===== config.mk =====
export PLATFORM = sky130hd
export DESIGN_NAME = des_key_schedule
export DESIGN_NICKNAME = d
export VERILOG_FILES = /design/src/rtl/des_pkg.sv /design/src/rtl/des_pc2.sv /design/src/rtl/des_key_schedule.sv
export SDC_FILE = /design/constraint.sdc
export NUM_CORES = 1
export LEC_CHECK = 0
export ABC_AREA = 1
export ABC_CLOCK_PERIOD_IN_PS = 2200
export CAP_MARGIN = 10
export CORE_MARGIN = 2
export CORE_UTILIZATION = 40
export DETAILED_ROUTE_END_ITERATION = 10
export DONT_BUFFER_PORTS = 1
export SLEW_MARGIN = 20
export SYNTH_ARGS = -nofsm -noshare
export SYNTH_HDL_FRONTEND = slang
export SYNTH_SLANG_ARGS = --single-unit

===== constraint.sdc =====
create_clock -name clk -period 2.2 [get_ports clk]
set_input_delay 0.33 -clock clk [delete_from_list [all_inputs] [get_ports clk]]
set_output_delay 0.33 -clock clk [all_outputs]
set_load 0.02 [all_outputs]

===== src/rtl/des_pkg.sv =====
// Shared DES constants and types for the key schedule, round and S-box stages.
// Tables use FIPS 46 1-based bit numbers, where bit 1 is the MSB.
package des_pkg;

  typedef logic [63:0] des_key_t;
  typedef logic [27:0] des_half_t;
  typedef logic [47:0] des_subkey_t;

  typedef enum logic {
    KS_IDLE = 1'b0,
    KS_RUN  = 1'b1
  } ks_state_t;

  localparam int PC1_TABLE [56] = '{
    57, 49, 41, 33, 25, 17,  9,
     1, 58, 50, 42, 34, 26, 18,
    10,  2, 59, 51, 43, 35, 27,
    19, 11,  3, 60, 52, 44, 36,
    63, 55, 47, 39, 31, 23, 15,
     7, 62, 54, 46, 38, 30, 22,
    14,  6, 61, 53, 45, 37, 29,
    21, 13,  5, 28, 20, 12,  4
  };

  localparam int PC2_TABLE [48] = '{
    14, 17, 11, 24,  1,  5,
     3, 28, 15,  6, 21, 10,
    23, 19, 12,  4, 26,  8,
    16,  7, 27, 20, 13,  2,
    41, 52, 31, 37, 47, 55,
    30, 40, 51, 45, 33, 48,
    44, 49, 39, 56, 34, 53,
    46, 42, 50, 36, 29, 32
  };

  localparam int SHIFTS [16] = '{1, 1, 2, 2, 2, 2, 2, 2, 1, 2, 2, 2, 2, 2, 2, 1};

  function automatic logic [55:0] pc1(input des_key_t key);
    logic [55:0] cd;
    cd = '0;
    for (int i = 0; i < 56; i++) begin
      cd[6'(55 - i)] = key[6'(64 - PC1_TABLE[i])];
    end
    return cd;
  endfunction

  function automatic des_half_t rotl(input des_half_t h, input logic [1:0] s);
    return (s == 2'd2) ? {h[25:0], h[27:26]} : {h[26:0], h[27]};
  endfunction

  function automatic des_half_t rotr(input des_half_t h, input logic [1:0] s);
    return (s == 2'd2) ? {h[1:0], h[27:2]} : {h[0], h[27:1]};
  endfunction

  // Every byte must carry an odd number of ones.
  function automatic logic odd_parity_ok(input des_key_t key);
    logic       ok;
    logic [7:0] by;
    ok = 1'b1;
    for (int b = 0; b < 8; b++) begin
      by = 8'(key >> (8 * b));
      ok = ok & (^by);
    end
    return ok;
  endfunction

endpackage


===== src/rtl/des_pc2.sv =====
// Combinational PC2 permutation: 56-bit {C,D} to a 48-bit round subkey.
module des_pc2
  import des_pkg::*;
(
  input  logic [55:0]  cd,
  output des_subkey_t  subkey
);

  always_comb begin
    subkey = '0;
    for (int i = 0; i < 48; i++) begin
      subkey[6'(47 - i)] = cd[6'(56 - PC2_TABLE[i])];
    end
  end

endmodule


===== src/rtl/des_key_schedule.sv =====
// Sequential DES key scheduler: emits K1..K16 (or K16..K1 when decrypting)
// one subkey per valid/ready handshake.
module des_key_schedule
  import des_pkg::*;
#(
  parameter bit CHECK_PARITY = 1'b0
) (
  input  logic        clk,
  input  logic        rst_n,
  input  logic        key_load,
  input  logic [63:0] key_in,
  input  logic        decrypt,
  input  logic        abort,
  output logic        subkey_valid,
  input  logic        subkey_ready,
  output logic [47:0] subkey,
  output logic [3:0]  round_idx,
  output logic        busy,
  output logic        done,
  output logic        parity_err
);

  ks_state_t   state, state_next;
  des_half_t   c_q, d_q, c_n, d_n;
  logic [3:0]  idx_q, idx_n;
  logic        dec_q, dec_n;
  logic        done_q, done_n;
  logic        perr_q, perr_n;
  logic [55:0] cd0;
  logic        parity_bad;

  assign cd0        = pc1(key_in);
  assign parity_bad = CHECK_PARITY && !odd_parity_ok(key_in);

  always_ff @(posedge clk or negedge rst_n) begin
    if (!rst_n) begin
      state  <= KS_IDLE;
      c_q    <= '0;
      d_q    <= '0;
      idx_q  <= '0;
      dec_q  <= 1'b0;
      done_q <= 1'b0;
      perr_q <= 1'b0;
    end else begin
      state  <= state_next;
      c_q    <= c_n;
      d_q    <= d_n;
      idx_q  <= idx_n;
      dec_q  <= dec_n;
      done_q <= done_n;
      perr_q <= perr_n;
    end
  end

  // Decrypt starts at C16/D16, which equal C0/D0 because the shifts sum to 28;
  // stepping backwards undoes round (16 - idx)'s shift with a right rotate.
  always_comb begin
    state_next = state;
    c_n        = c_q;
    d_n        = d_q;
    idx_n      = idx_q;
    dec_n      = dec_q;
    done_n     = 1'b0;
    perr_n     = 1'b0;
    case (state)
      KS_IDLE: begin
        if (key_load && !abort) begin
          if (parity_bad) begin
            perr_n = 1'b1;
          end else begin
            c_n        = decrypt ? cd0[55:28] : rotl(cd0[55:28], 2'd1);
            d_n        = decrypt ? cd0[27:0]  : rotl(cd0[27:0], 2'd1);
            dec_n      = decrypt;
            idx_n      = '0;
            state_next = KS_RUN;
          end
        end
      end
      KS_RUN: begin
        if (abort) begin
          idx_n      = '0;
          state_next = KS_IDLE;
        end else if (subkey_ready) begin
          if (idx_q == 4'd15) begin
            idx_n      = '0;
            done_n     = 1'b1;
            state_next = KS_IDLE;
          end else if (dec_q) begin
            c_n   = rotr(c_q, 2'(SHIFTS[4'd15 - idx_q]));
            d_n   = rotr(d_q, 2'(SHIFTS[4'd15 - idx_q]));
            idx_n = idx_q + 4'd1;
          end else begin
            c_n   = rotl(c_q, 2'(SHIFTS[idx_q + 4'd1]));
            d_n   = rotl(d_q, 2'(SHIFTS[idx_q + 4'd1]));
            idx_n = idx_q + 4'd1;
          end
        end
      end
      default: state_next = KS_IDLE;
    endcase
  end

  des_pc2 u_pc2 (
    .cd     ({c_q, d_q}),
    .subkey (subkey)
  );

  assign subkey_valid = (state == KS_RUN);
  assign busy         = (state == KS_RUN);
  assign round_idx    = idx_q;
  assign done         = done_q;
  assign parity_err   = perr_q;

endmodule


### Yosys cells after proc, flatten, opt, wreduce, memory -nomap -nowiden

Memory sizes are Yosys's and may differ from the RTL's.
Index checks and enable logic that the tools add are counted.

* memories kept: 2
* register bits after elaboration: 63
* logic and storage cells: 64
* memory bits (read-only): 1024
* bits of input ports: 70
* output and inout port bits: 56

* order comparisons: 2
* bitwise gates (word level): 3
* equality and inequality tests: 8
* add/sub/neg operators: 2
* mux-type cells: 36
* reduce and logical (&&, ||, !) cells: 5

Memory list
* (name not given): depth 16, bits a word 32, rd ports 1, clocked after memory_dff 0, wr ports 0, line des_key_schedule.sv:94 `d_n = rotl(d_q, 2'(SHIFTS[idx_q + 4'd1]));`
* (name not given): depth 16, bits a word 32, rd ports 1, clocked after memory_dff 0, wr ports 0, line des_key_schedule.sv:90 `d_n = rotr(d_q, 2'(SHIFTS[4'd15 - idx_q]));`

Operators by type and width (count)
* two-way mux 28 bit: 15
* case mux 28 bit (2 select lines): 2
* two-way mux 4 bit: 4
* greater-or-equal comparator 5 bit (second input constant): 2
* inverter 4 -> 5 bit: 2
* two-way mux 1 bit: 8
* two-way mux 2 bit: 4
* inequality test 2 bit (second input constant): 4
* case mux 4 bit (2 select lines): 1
* two-way mux 5 bit: 1
* adder 4 x 1 -> 4 bit (second input constant): 1
* equality test 2 bit (second input constant): 2
* equality test 4 bit (second input constant): 1
* AND reduction 2 bit: 2
* AND reduction 4 bit: 1
* subtractor 4 bit (first input constant): 1
* inequality test 3 bit (second input constant): 1
* case mux 1 bit (2 select lines): 1
* logical AND 1 bit: 1
* logical NOT 1 bit: 1
* inverter 1 bit: 1

### Logic depth before layout (Yosys ltp)

Gate-level depths: netlist of run 1.

* depth after elaboration: 12
* mapped depth: 13
* depth with buffers taken out: 12

### By module

A second synthesis of run 1 with hierarchy kept.

* cells, all modules: 775
* area total of the unflattened synthesis: 5078.6 sq um

Modules (own cells, without submodules)
* des_key_schedule: area each 4714.5 sq um, times used 1, cells each 726, sequential area each 1576.5 sq um
* des_pc2: area each 364.1 sq um, times used 1, cells each 49, sequential area each 0.0 sq um

### Worst setup path after synthesis of run 1

OpenSTA, ideal clock, no wires.

* path kind: register to register
* from: register idx_q[0] (netlist: round_idx[0])
* to: register d_q[14]
* path buffers: 2
* setup time: 0.121 ns
* arrival: 1.748 ns
* period minus slack after synthesis: 1.869 ns
* cell stages (with the launch flop): 11
* setup slack: 0.331 ns
* path through: dfrtp_1 inv_1 ha_1 inv_1 nand2_1 nand2_2 nand2_4 buf_4 buf_4 a21oi_1 o21ai_1

* word-level cells in the longest chain between the ends: 12

RTL lines
* from (decl): line des_key_schedule.sv:25 `logic [3:0] idx_q, idx_n;`
* from (signal assigned): line des_key_schedule.sv:48 `idx_q <= idx_n;`
* adder 4 x 1 -> 4 bit or subtractor 4 bit (tied branches): line des_key_schedule.sv:94, des_key_schedule.sv:90
* inverter 4 -> 5 bit (on tied branches): line des_key_schedule.sv:94, des_key_schedule.sv:90
* memory (16 x 32 bit) (on tied branches)
* two-way mux 2 bit (on tied branches) (2 in a row): line des_key_schedule.sv:94, des_key_schedule.sv:90
* equality test 2 bit (on tied branches): line des_pkg.sv:48, des_pkg.sv:52
* two-way mux 28 bit (on tied branches): line des_pkg.sv:48, des_pkg.sv:52
* two-way mux 28 bit: line des_key_schedule.sv:88 `end else if (dec_q) begin`
* two-way mux 28 bit: line des_key_schedule.sv:84 `if (idx_q == 4'd15) begin`
* two-way mux 28 bit: line des_key_schedule.sv:83 `end else if (subkey_ready) begin`
* two-way mux 28 bit: line des_key_schedule.sv:80 `if (abort) begin`
* case mux 28 bit (2 select lines): line des_key_schedule.sv:65 `case (state)`
* to (signal assigned): line des_key_schedule.sv:47 `d_q <= d_n;`
* to (decl): line des_key_schedule.sv:24 `des_half_t c_q, d_q, c_n, d_n;`

Parallel ways exist; a longest one is shown, timed or not. The select of a mux whose other input is x is not followed.
A chain may end at the register's enable or synchronous reset.

### Worst setup path in the final report of run 1

* from: register idx_q[1] (netlist: round_idx[1])
* to: register d_q[23]

Same word-level chain as after synthesis.

==> results of run 1 <==
[state kept, by name, indices dropped and copies added, names as in the netlist]
signal	flops
c_q	28
done	1
d_q	28
busy	1
dec_q	1
round_idx	4
[where the power goes]
| part | internal, W | switching, W |
|---|---|---|
| Sequential | 0.00139 | 0.000463 |
| Combinational | 0.000676 | 0.00122 |
| Clock | 0.000966 | 0.000531 |
| Total | 0.00303 | 0.00221 |
[worst max-delay path by stage]
stage	from	to	slack (ps)	cells past startpoint
floorplan	round_idx[0]	d_q[14]	330	10
global placement	round_idx[1]	c_q[1]	160	11
detailed placement	round_idx[1]	c_q[1]	100	11
CTS	round_idx[1]	c_q[1]	100	11
global route	round_idx[1]	d_q[21]	50	10
finish	round_idx[1]	d_q[23]	240	10
[cells in the mapped netlist, drive strengths merged]
| cell | instances | area, um^2 |
|---|---|---|
| nand2 | 261 | 997 |
| nand3 | 141 | 706 |
| buf | 82 | 562 |
| dfrtp | 63 | 1580 |
| inv | 53 | 199 |
| a21oi | 42 | 210 |
| o21ai | 36 | 188 |
| nor2 | 28 | 148 |
| clkbuf | 21 | 78.8 |
| o211ai | 19 | 153 |
| a221oi | 12 | 105 |
| ha | 6 | 75.1 |
| o22ai | 3 | 18.8 |
| a31oi | 2 | 12.5 |
| nand4 | 2 | 12.5 |
| conb | 1 | 3.75 |
| nand3b | 1 | 7.51 |
| nor3 | 1 | 16.3 |
[logic make-up after synthesis]
| kind of cell | synth area share, % |
|---|---|
| AO/OA/AOI/OAI | 13.6 |
| buffers and inverters | 16.6 |
| flip-flops | 31.1 |
| adder cells (fa/ha/maj) | 1.48 |
| AND/OR/NAND/NOR | 37.2 |
| other | 0.0740 |
[metrics by stage]
step	util [%]	hold slack [ps]
floorplan	-	34.4
global placement	39.4	35.8
detailed placement	39.4	36.0
CTS	42.2	105
global route	42.3	143
finish	42.3	116
[layout make-up]
type,instances,area [um^2],share of cell area [%]
Inverter,53,204,3.85
Clock buffer,13,270,5.11
Clock inverter,3,40.0,0.757
Timing Repair Buffer,24,244,4.61
Sequential cell,63,1580,29.8
Tap cell,172,215,4.07
Multi-Input combinational cell,577,2740,51.8
[worst reg2reg max path, stage by stage, from the launching register on]
cell and delay, ps:
sky130_fd_sc_hd__dfrtp_2 430, sky130_fd_sc_hd__inv_1 120, sky130_fd_sc_hd__ha_1 210, sky130_fd_sc_hd__o21ai_2 130, sky130_fd_sc_hd__nand4_1 160, sky130_fd_sc_hd__nand2_4 200
sky130_fd_sc_hd__buf_12 220, sky130_fd_sc_hd__nand2_1 80, sky130_fd_sc_hd__o211ai_1 110, sky130_fd_sc_hd__nand2_1 80, sky130_fd_sc_hd__o21ai_1 150
[metal layers]
metal / vias up / routed length [um] / GRT usage, %
li1: 2386 / - / -
met1: 2337 / 5640 / 25.8
met2: 191 / 6700 / 35.3
met3: 28 / 807 / 5.55
met4: 0 / 277 / 7.92
met5: - / 0 / 0
[what timing repair did]
item | CTS | global route
gates resized for setup | 0 | 7
buffers inserted | 0 | 0
endpoints found under the hold margin | 63 | 0
hold buffers | 2 | 0
endpoints found under the setup margin | 0 | 25
==> impl_metrics.csv, run 1 <==
group,metric,value,unit
critical_path,cells_along_the_critical_path,"inv_1 -> ha_1 -> o21ai_2 -> nand4_1 -> nand2_4 -> buf_12 -> nand2_1 -> o211ai_1 -> nand2_1 -> o21ai_1",
pwr,power.total,0.00524,W
global_route,globalRouteTotalUtil,21.0,%
global_route,gr-total-overflow,0,
critical_path,ff2ff_path_depth,10,
cts,clk_pin_slew_worst_paths,60,ps
cts,clock_sinks,63,
detailed_routing,detail_route.vias_per_cell,5.46,
die,chipWidth,117,um
place,number_of_buffers_added_on_ports,0,
critical_path,worst_ep_arrival_time,2210,ps
finish,num-fill-cells,1324,
yosys,synth_cells,774,
hold_path,timing.hold.worst_endpoint,"dec_q",
global_route,via_count_of_the_first_global_routing_pass,4644,
critical_path,cpPeakStageDelay,430,ps
die,placeable_area,0.0125,mm^2
sta,upper_clock_frequency_limit,511,MHz
detailed_routing,avgRoutedWirePerCell,14.8,um
critical_path,critical_path_peak_fanout,36,
yosys,mappedNetlistArea,0.00507,mm^2
detailed_routing,remaining_drc_errors,0,
finish,area_delta_synth_final,4.42,%
sta,fin_skew,6.54,ps
finish,most_frequent_cells_in_the_layout,"256 x sky130_fd_sc_hd__nand2_1, 141 x sky130_fd_sc_hd__nand3_1, 61 x sky130_fd_sc_hd__dfrtp_1",
status,status,"finished clean",
place,placedInstanceArea,0.00493,mm^2
yosys,synth.distinct_cells,30,
critical_path,cp_num_buf_inv,2,
sta,slew_headroom,32.3,%
cts,clk-insertion-delay-late,340,ps
detailed_routing,wirelength,13400,um
finish,antenna_cells_inserted,0,
sta,hold_viol,0,
finish,stdcell_area,0.00529,mm^2
critical_path,critPathTopFamily,"simple AND/OR/NAND/NOR gates",
critical_path,cp-end-kind,"flop",
finish,fin_nets,804,
critical_path,reg2reg_setup_slack,240,ps
die,die_area,0.0136,mm^2
sta,rsz_0062_raised_after_global_routing,"false",
pwr,total_power_divided_by_cell_area,991,mW/mm^2
cts,clock_tree.root_cell,"sky130_fd_sc_hd__clkbuf_16",
hold_path,hp-class,"in -> reg",
sta,ratio_of_final_minimum_period_to_clock_period,88.9,%
detailed_routing,drtPass1Iterations,6,
sta,worst_slew_pin_tran,1010,ps
sta,final_tns_setup,0,ps
place,detailedPlace.worstSlack,104,ps
yosys,synth.yosys.warnings,0,
cts,clock_tree_from_tritoncts,"built",
die,io_pins,126,
hold_path,hp-start,"decrypt",
sta,finalCriticalPeriod,1960,ps
pwr,max-vdd-ir-drop,0.000611,V
critical_path,cpMaxStageDelayCell,"sky130_fd_sc_hd__dfrtp_2",
cts,ctsHtreeMaxLevel,3,
global_route,grt_pass1_wl,22700,um
die,row_count,41,
detailed_routing,route.antenna.remaining_nets,0,
place,cell_count_after_placement,887,
critical_path,regToRegEndpoint,"d_q[23]",
cts,cts.path.max_buffers,2,
critical_path,worst_ep_required_time,2460,ps
die,die_y,117,um
yosys,synth.ff_latch_count,63,
finish,layout.cells.most_common,"sky130_fd_sc_hd__nand2_1",
global_route,antenna_violations_before_repair,0,
place,detailedPlacementHpwl,8870,um
critical_path,source_of_the_worst_register_to_register_timing_path,"round_idx[1]",
finish,layout-drive-gt1-share,8.32,%
yosys,synth.avg_cell_area,6.55,um^2
sta,setup_violations,0,
critical_path,critPathLaunchType,"flop",
finish,fin_cells,905,
detailed_routing,drc_marker_count_from_the_first_detailed_route_iteration,375,
sta,slew_violations,0,
detailed_routing,vias,4942,
place,gp_congestion,0.850,
pwr,power.static_leakage,2.44,nW
global_route,largest_net_degree_at_the_start_of_global_routing,64,
critical_path,timing.critical_path.mode_cell,"sky130_fd_sc_hd__nand2_1",
hold_path,min_path_cells,2,
die,initial_utilization,40.5,%
job,number_of_max_cap_violations,0,
critical_path,timing_worst_setup_path_type,"reg -> reg",
cts,cts-buffers-inserted,9,
yosys,synth_seq_area_share,31.1,%
sta,final.setup.worst_slack,244,ps
(Power assumes the default switching activity.)
==> inputs of run 2 (changes only) <==
--- a/constraint.sdc
+++ b/constraint.sdc
@@ -3,2 +3,2 @@
 set_output_delay 0.33 -clock clk [all_outputs]
-set_load 0.02 [all_outputs]
+set_load 0.005 [all_outputs]
==> run 2 against run 1 <==
Effect of this change: die area did not move; register-to-register slack got worse by 80 ps; count of clock-buffer cells in the layout fell by 2; global-route usage fell by 0.90 points; cell area fell by 0.45%; clock skew fell by 0.90 ps.
==> impl_metrics.csv, run 2 (synthesized netlist as in run 1, its figures left out) <==
group,metric,value,unit
status,status,"finished clean",
global_route,antenna_violations_before_repair,0,
sta,upper_clock_frequency_limit,491,MHz
finish,antenna_cells_inserted,0,
die,row_count,41,
critical_path,critPathLaunchType,"flop",
pwr,power_frac_seq,34.1,%
pwr,switching_share,40.3,%
detailed_routing,wirelength,13200,um
critical_path,cpPeakStageDelay,440,ps
die,die_area,0.0136,mm^2
detailed_routing,drtPass1Iterations,5,
critical_path,cp-end-kind,"flop",
cts,clock_tree_from_tritoncts,"built",
sta,setup_violations,0,
critical_path,timing.critical_path.mode_cell,"sky130_fd_sc_hd__nand2_1",
die,placeable_area,0.0125,mm^2
die,chipWidth,117,um
cts,clk-insertion-delay-late,340,ps
sta,fin_skew,5.64,ps
finish,most_frequent_cells_in_the_layout,"256 x sky130_fd_sc_hd__nand2_1, 141 x sky130_fd_sc_hd__nand3_1, 62 x sky130_fd_sc_hd__dfrtp_1",
critical_path,cpMaxStageDelayCell,"sky130_fd_sc_hd__dfrtp_1",
critical_path,worst_ep_arrival_time,2310,ps
finish,fin_nets,803,
sta,rsz_0062_raised_after_global_routing,"false",
pwr,p_int,0.00299,W
global_route,gr-total-overflow,0,
pwr,max-vdd-ir-drop,0.000431,V
global_route,largest_net_degree_at_the_start_of_global_routing,64,
pwr,total_switching_power,0.00202,W
finish,layout-drive-gt1-share,8.07,%
pwr,power.static_leakage,2.43,nW
sta,worst_slew_pin_tran,629,ps
detailed_routing,avgRoutedWirePerCell,14.6,um
job,number_of_max_cap_violations,0,
detailed_routing,vias,4956,
critical_path,timing_worst_setup_path_type,"reg -> reg",
place,detailedPlacementHpwl,8760,um
place,number_of_buffers_added_on_ports,0,
finish,area_delta_synth_final,3.95,%
cts,cts-buffers-inserted,9,
cts,clock_tree.root_cell,"sky130_fd_sc_hd__clkbuf_16",
critical_path,cells_along_the_critical_path,"ha_1 -> nand2_1 -> nor2_4 -> nor2_8 -> buf_4 -> inv_1 -> a31oi_1 -> nand2_1 -> nand2_1",
die,initial_utilization,40.5,%
finish,layout.cells.most_common,"sky130_fd_sc_hd__nand2_1",
sta,finalCriticalPeriod,2040,ps
cts,clock_sinks,63,
sta,final_tns_setup,0,ps
detailed_routing,drc_marker_count_from_the_first_detailed_route_iteration,551,
cts,ctsHtreeMaxLevel,3,
detailed_routing,detail_route.vias_per_cell,5.49,
pwr,power.combinational.fraction,36.9,%
cts,cts.path.max_buffers,2,
sta,ratio_of_final_minimum_period_to_clock_period,92.5,%
cts,clk_pin_slew_worst_paths,60,ps
sta,slew_headroom,58.0,%
pwr,total_power_divided_by_cell_area,952,mW/mm^2
sta,hold_viol,0,
critical_path,worst_ep_required_time,2470,ps
global_route,globalRouteTotalUtil,20.0,%
detailed_routing,route.antenna.remaining_nets,0,
cts,cts_setup_buffers,0,
detailed_routing,remaining_drc_errors,0,
pwr,power.share.clock,29.1,%
global_route,via_count_of_the_first_global_routing_pass,4603,
global_route,grt_pass1_wl,21900,um
critical_path,ff2ff_path_depth,9,
place,gp_congestion,0.825,
die,io_pins,126,
die,die_y,117,um
hold_path,min_path_cells,2,
hold_path,hp-class,"in -> reg",
sta,slew_violations,0,
finish,final_core_utilization,42.1,%
critical_path,critical_path_peak_fanout,35,
[run 2: routing by layer]
metal	GRT usage, %	up-vias	share of wire (%)
met3	4.62	20	5.5
met5	0	-	0
li1	-	2382	-
met4	6.90	0	1.4
met2	34.0	177	49
met1	25.2	2377	44
[run 2: path summary, 6_finish.rpt]
check | to | slack (ps) | from
worst min-delay path | dec_q | 120 | decrypt
worst max register to register | d_q[4] | 160 | round_idx[1]
worst max-delay path | d_q[4] | 160 | round_idx[1]
min in group asynchronous | d_q[2] | 580 | rst_n
worst min register to register | d_q[2] | 500 | d_q[2]
max in group asynchronous | c_q[20] | 1350 | rst_n
[run 2: worst max-delay path: cells and delay by family, from the launching register on]
| family | cells | cell delay (ps) |
|---|---|---|
| AOI/OAI and AO/OA | 1 | 210 |
| adders and majority gates | 1 | 230 |
| DFF | 1 | 440 |
| and+or+nand+nor | 5 | 470 |
| buffers and inverters | 2 | 610 |
[run 2: area by class of cell]
class                           count  area (um^2)
Timing Repair Buffer               23          236
Multi-Input combinational cell    577         2740
Tap cell                          172          215
Sequential cell                    63         1580
Inverter                           53          201
Fill cell                        1305         7250
Clock inverter                      4         45.0
Clock buffer                       11          253
[run 2: repair_timing]
action,4_1_cts,5_1_grt
setup endpoints to repair,0,22
endpoints found under the hold margin,63,0
resized for setup,0,4
hold buffers,2,0
[run 2: through the flow]
step	total power [W]	hold WS, ps	instance area (um^2)	worst slack (ps)	cells
floorplan	0.00328	34.4	5150	457	796
CTS	0.00504	109	5260	98.0	903
finish	0.00501	116	5270	165	903
global route	0.00538	145	5270	13.3	903
detailed placement	0.00353	35.8	4920	110	886
global placement	0.00349	35.8	4920	180	886
[run 2: power groups by stage]
stage,sequential (W),combinational [W],clock [W]
2_1_floorplan,0.00160,0.00168,0
3_3_place_gp,0.00173,0.00176,0
3_5_place_dp,0.00173,0.00180,0
4_1_cts,0.00171,0.00184,0.00149
5_1_grt,0.00174,0.00210,0.00153
6_report,0.00171,0.00185,0.00146
